--- src/rtl/delqa_rx_pkg.sv ---
// rtl/delqa_rx_pkg.sv - shared types and header layout for the receive frame writer
package delqa_rx_pkg;

    // SYNC re-aligns to a frame boundary after reset; FLUSH/HDR close out a stored frame.
    typedef enum logic [2:0] {
        SYNC,
        IDLE,
        RECV,
        FLUSH,
        HDR,
        DONE,
        DROP
    } rx_state_t;

    localparam int HDR_ERR     = 15;
    localparam int HDR_OVF     = 14;
    localparam int HDR_RUNT    = 13;
    localparam int HDR_LEN_MSB = 10;
    localparam int HDR_LEN_LSB = 0;

    localparam logic [9:0] HDR_ADR   = 10'd0;
    localparam logic [9:0] DATA_BASE = 10'd1;

    function automatic logic [15:0] make_hdr(input logic       err,
                                             input logic       ovf,
                                             input logic       runt,
                                             input logic [10:0] len);
        logic [15:0] h;
        h = '0;
        h[HDR_ERR]  = err;
        h[HDR_OVF]  = ovf;
        h[HDR_RUNT] = runt;
        h[HDR_LEN_MSB:HDR_LEN_LSB] = len;
        return h;
    endfunction

endpackage

--- src/rtl/rx_frame_writer.sv ---
// rtl/rx_frame_writer.sv - packs MAC receive bytes into the 1K-word buffer and writes a frame header
//
// Ports:
//   eth_clk_i, eth_rst_n_i        clock, asynchronous active-low reset
//   rxd_vld_i/rxd_i/rxd_last_i    receive byte stream, rxd_last_i marks the final byte
//   rxd_err_i                     MAC error, sampled with every valid byte
//   own_i                         buffer owned by this block (firmware handshake)
//   eth_adr_o/eth_dat_o/eth_we_o  buffer write port, one word per strobe
//   done_o                        frame stored, header valid (level, held until own_i drops)
//   lost_o                        one-cycle pulse per dropped frame
module rx_frame_writer
    import delqa_rx_pkg::*;
#(
    parameter int MAXB = 1518,
    parameter int MINB = 60
) (
    input  logic        eth_clk_i,
    input  logic        eth_rst_n_i,
    input  logic        rxd_vld_i,
    input  logic [7:0]  rxd_i,
    input  logic        rxd_last_i,
    input  logic        rxd_err_i,
    input  logic        own_i,
    output logic [9:0]  eth_adr_o,
    output logic [15:0] eth_dat_o,
    output logic        eth_we_o,
    output logic        done_o,
    output logic        lost_o
);

    localparam logic [10:0] MAXB_W = 11'(MAXB);
    localparam logic [10:0] MINB_W = 11'(MINB);

    rx_state_t   state;
    logic [10:0] cnt;        // stored byte count, saturates at MAXB
    logic [7:0]  low;        // even byte waiting for its odd partner
    logic        err;
    logic        ovf;
    logic        from_done;  // current drop interrupted a completed frame
    logic [9:0]  word_adr;

    // Word holding byte index cnt; also the word of a pending low byte when cnt is odd.
    assign word_adr = DATA_BASE + cnt[10:1];

    always_ff @(posedge eth_clk_i or negedge eth_rst_n_i) begin
        if (!eth_rst_n_i) begin
            state     <= SYNC;
            cnt       <= '0;
            low       <= '0;
            err       <= 1'b0;
            ovf       <= 1'b0;
            from_done <= 1'b0;
            eth_adr_o <= '0;
            eth_dat_o <= '0;
            eth_we_o  <= 1'b0;
            done_o    <= 1'b0;
            lost_o    <= 1'b0;
        end else begin
            eth_we_o <= 1'b0;
            lost_o   <= 1'b0;
            case (state)
                // A gap means no frame is in flight; otherwise wait for the end of the cut frame.
                SYNC: begin
                    if (!rxd_vld_i || rxd_last_i) state <= IDLE;
                end

                IDLE, RECV: begin
                    if (!own_i) begin
                        if (state == RECV || rxd_vld_i) begin
                            lost_o    <= 1'b1;
                            from_done <= 1'b0;
                            cnt       <= '0;
                            err       <= 1'b0;
                            ovf       <= 1'b0;
                            state     <= (rxd_vld_i && rxd_last_i) ? IDLE : DROP;
                        end
                    end else if (rxd_vld_i) begin
                        state <= rxd_last_i ? FLUSH : RECV;
                        if (rxd_err_i) err <= 1'b1;
                        if (cnt < MAXB_W) begin
                            cnt <= cnt + 11'd1;
                            if (!cnt[0]) low <= rxd_i;
                            // Odd byte completes a word; an even last byte is written padded
                            // in the same cycle so the final data word lands at n+1.
                            if (cnt[0] || rxd_last_i) begin
                                eth_we_o  <= 1'b1;
                                eth_adr_o <= word_adr;
                                eth_dat_o <= cnt[0] ? {rxd_i, low} : {8'h00, rxd_i};
                            end
                        end else begin
                            ovf <= 1'b1;
                            if (rxd_last_i && cnt[0]) begin
                                eth_we_o  <= 1'b1;
                                eth_adr_o <= word_adr;
                                eth_dat_o <= {8'h00, low};
                            end
                        end
                    end
                end

                FLUSH: begin
                    eth_we_o  <= 1'b1;
                    eth_adr_o <= HDR_ADR;
                    eth_dat_o <= make_hdr(err, ovf, cnt < MINB_W, cnt);
                    state     <= HDR;
                end

                HDR: begin
                    done_o <= 1'b1;
                    cnt    <= '0;
                    err    <= 1'b0;
                    ovf    <= 1'b0;
                    state  <= DONE;
                end

                DONE: begin
                    if (rxd_vld_i) begin
                        lost_o    <= 1'b1;
                        from_done <= 1'b1;
                        done_o    <= own_i;
                        if (rxd_last_i) state <= own_i ? DONE : IDLE;
                        else            state <= DROP;
                    end else if (!own_i) begin
                        done_o <= 1'b0;
                        state  <= IDLE;
                    end
                end

                DROP: begin
                    if (!own_i) done_o <= 1'b0;
                    if (rxd_vld_i && rxd_last_i) state <= (from_done && own_i) ? DONE : IDLE;
                end

                default: state <= SYNC;
            endcase
        end
    end

endmodule

--- config.mk ---
export PLATFORM = sky130hd
export DESIGN_NAME = rx_frame_writer
export DESIGN_NICKNAME = d
export VERILOG_FILES = /design/src/rtl/delqa_rx_pkg.sv /design/src/rtl/rx_frame_writer.sv
export SDC_FILE = /design/constraint.sdc
export NUM_CORES = 1
export LEC_CHECK = 0
export BUFFER_PORTS_ARGS = -buffer_cell sky130_fd_sc_hd__buf_2
export CELL_PAD_IN_SITES_DETAIL_PLACEMENT = 1
export CELL_PAD_IN_SITES_GLOBAL_PLACEMENT = 2
export CORE_MARGIN = 2
export CORE_UTILIZATION = 36
export CTS_CLUSTER_SIZE = 28
export DETAILED_ROUTE_END_ITERATION = 10
export PLACE_DENSITY = 0.79
export REMOVE_ABC_BUFFERS = 1
export SYNTH_ARGS = -nofsm -noshare
export SYNTH_HDL_FRONTEND = slang
export SYNTH_SLANG_ARGS = --single-unit
--- constraint.sdc ---
create_clock -name eth_clk_i -period 3.2 [get_ports eth_clk_i]
set_clock_uncertainty 0.1 [all_clocks]
set_input_delay 0.32 -clock eth_clk_i [delete_from_list [all_inputs] [get_ports eth_clk_i]]
set_output_delay 0.32 -clock eth_clk_i [all_outputs]
set_load 0.005 [all_outputs]
==> results.yml <==
outcome:
  status: "completed"
sta:
  setup-tns-final_ns: 0
  setup-violations-final: 0
  final-hold-violation-count: 0
  layout_worst_path_cycle_share_pct: 85.5
  fmax_ghz: 0.365
  fin_worst_hold_slack_ns: 0.162
  drv_slew: 0
  max-slew-margin-rel_pct: 52.7
  final_period_minus_worst_setup_slack_ns: 2.74
  worst_slew_pin_slew_ns: 0.705
  rsz0062_at_grt: "no"
floorplanning:
  std_cell_core_area_mm2: 0.00818
  io_pins: 43
  initial_utilization_pct: 36.9
  chipWidth_um: 95.5
  dieArea_mm2: 0.00912
  die_h_um: 95.5
  row_count: 33
cells_and_area:
  fin_nets: 353
  multi_input_area_mm2: 0.00151
  regArea_mm2: 0.00135
  drive_above_1_share_pct: 24.3
  final.fill_count: 961
  synthToLayoutAreaGrowth_pct: 12.4
  most-common-layout-cells: "sky130_fd_sc_hd__dfrtp_1 (54), sky130_fd_sc_hd__buf_2 (42), sky130_fd_sc_hd__nand2_1 (30)"
  postLayoutCoreUtil_pct: 41.5
  num_antenna_cells: 0
  final_common_cell: "sky130_fd_sc_hd__dfrtp_1"
run:
  max_cap_viol_count: 0
worst_setup_path:
  critical_path_sink_type: "register"
  cp.arrival_ns: 2.84
  worst-setup-path-type: "reg2reg"
  path_max_fanout: 27
  start_kind: "register"
  required_ns: 3.30
  reg2regPathDepth: 7
clock_network:
  cts_tree: "built"
  numCtsBuffers: 5
  htree_num_levels: 2
  cts_setup_buffers: 0
  numClockSinks: 54
  clk_pin_slew_worst_paths_ns: 0.10
  cts_root_buffer: "sky130_fd_sc_hd__clkbuf_8"
  cts.path.max_buffers: 2
  worst_skew_pair.late_latency_ns: 0.31
yosys:
  synth.cell_area_mm2: 0.00302
  yosysTopAreaCellShare_pct: 44.8
  ys_warn_count: 0
  synthFlopType: "sky130_fd_sc_hd__dfrtp_1"
  async_reset_ff_share_pct: 100
  postSynthAreaPerCell_um2: 9.92
  yosysTopAreaCell: "sky130_fd_sc_hd__dfrtp_1"
  synthTopCellsByArea: "sky130_fd_sc_hd__dfrtp_1 (45%), sky130_fd_sc_hd__mux2_1 (5.6%), sky130_fd_sc_hd__mux2_2 (5.6%), sky130_fd_sc_hd__nand2_1 (3.7%), sky130_fd_sc_hd__o31ai_1 (3.7%)"
  postSynthCellCount: 304
  synth_sequential_area_ratio_pct: 44.8
  synth-edff-count: 0
  ys_seq_elements: 54
  post_synth_num_cell_types: 51
global_routing:
  groute.layer.met2.usage_pct: 31.1
  grt_overflow: 0
  first_global_vias: 2482
  grt_pass1_wl_mm: 12.8
  grt_max_degree: 37
  grt.busiest_layer: "met2"
  use_met3_pct: 2.92
  gr-usage-all-layers_pct: 18.2
  number_of_antenna_violations_at_the_first_check_in_global_routing: 0
  global_route.usage.met1_pct: 24.0
place:
  port_buffers: 42
  dpl.hpwl_mm: 5.56
  globalplace.congestion: 0.799
power:
  ir_worst_vdd_uv: 342
  totalPowerFinal_mw: 2.45
  cell_leakage_power_nw: 1.61
  p_per_area_mw_per_mm2: 724
worst_hold_path:
  hold_class: "in2reg"
  hold_depth: 3
route:
  avgViaCountPerCell: 5.55
  drt_iter0_drc: 88
  detail_route.first_pass.iterations: 6
  drt.antenna.violating_nets: 0
  drc: 0
  detailroute.via_count: 2453
  routedWlPerCell_um: 17.8
  route.final.wire_length_mm: 7.85
[through the flow]
step | setup WS (ns) | instance area [um2] | std cells
final | 0.463 | 3390 | 442
after global routing | 0.318 | 3390 | 442
after CTS | 0.477 | 3390 | 442
after detailed placement | 0.501 | 3300 | 434
after global placement | 0.597 | 3300 | 434
after floorplan | 0.632 | 2890 | 278
[where the power goes]
part	internal [mW]	leakage [nW]	total (mW)	switching, mW
logic	0.461	0.873	0.994	0.533
registers	0.896	0.698	1.08	0.181
clock network	0.150	0.0362	0.385	0.234
[kinds of logic after synthesis]
family / Yosys count / share of synthesized area, %
AND/OR/NAND/NOR: 95 / 16.1
buffers and inverters: 33 / 5.10
AO/OA/AOI/OAI: 77 / 18.0
adder cells (fa/ha/maj): 3 / 1.20
XOR/XNOR: 8 / 2.32
multiplexers: 34 / 12.5
flip-flops: 54 / 44.8
[flip-flops by register name, indices dropped and copies added (netlist names)]
signal	flops
eth_we_o	1
eth_dat_o	16
done_o	1
eth_adr_o	10
low	8
ovf	1
state	3
from_done	1
err	1
lost_o	1
cnt	11
[routing by layer]
| layer | up-vias | wire length [um] |
|---|---|---|
| li1 | 1157 | - |
| met1 | 1246 | 3780 |
| met2 | 42 | 3760 |
| met3 | 8 | 211 |
| met4 | 0 | 106 |
| met5 | - | 0 |
[timing repair]
| action | CTS | global route |
|---|---|---|
| hold buffers | 1 | 0 |
| gates resized for setup | 0 | 0 |
| hold endpoints to repair | 18 | 0 |
[worst max-delay path, stage by stage (launching register included)]
cell and delay (ns):
sky130_fd_sc_hd__dfrtp_1 0.54, sky130_fd_sc_hd__ha_1 0.38, sky130_fd_sc_hd__a211o_1 0.22, sky130_fd_sc_hd__nand3_2 0.12, sky130_fd_sc_hd__maj3_2 0.37, sky130_fd_sc_hd__a21oi_4 0.14
sky130_fd_sc_hd__buf_4 0.34, sky130_fd_sc_hd__mux2_2 0.39
[cell usage after synthesis (7+ instances only)]
library cell and number:
sky130_fd_sc_hd__a21oi_1 16, sky130_fd_sc_hd__a22o_1 7, sky130_fd_sc_hd__clkbuf_1 15, sky130_fd_sc_hd__dfrtp_1 54, sky130_fd_sc_hd__inv_1 7, sky130_fd_sc_hd__mux2_1 15
sky130_fd_sc_hd__mux2_2 15, sky130_fd_sc_hd__nand2_1 30, sky130_fd_sc_hd__nand3_1 15, sky130_fd_sc_hd__nor2_1 15, sky130_fd_sc_hd__o211ai_1 7, sky130_fd_sc_hd__o21ai_0 11
sky130_fd_sc_hd__o31ai_1 15
[final cells by class]
cell class	instances	area share, %
Clock buffer	5	2.03
Clock inverter	2	0.443
Inverter	7	0.775
Multi-Input combinational cell	217	44.5
Sequential cell	54	39.9
Tap cell	105	3.87
Timing Repair Buffer	52	8.49
[final timing paths]
| path | slack (ns) | start | endpoint |
|---|---|---|---|
| max | 0.46 | cnt[1] | eth_adr_o[7] |
| min | 0.16 | rxd_i[4] | eth_dat_o[12] |
| max reg2reg | 0.46 | cnt[1] | eth_adr_o[7] |
| min reg2reg | 0.38 | eth_adr_o[1] | eth_adr_o[1] |
| max in group asynchronous | 1.80 | eth_rst_n_i | ovf |
| min in group asynchronous | 0.36 | eth_rst_n_i | eth_adr_o[2] |
Note: power is estimated with default switching activity, not from simulation.
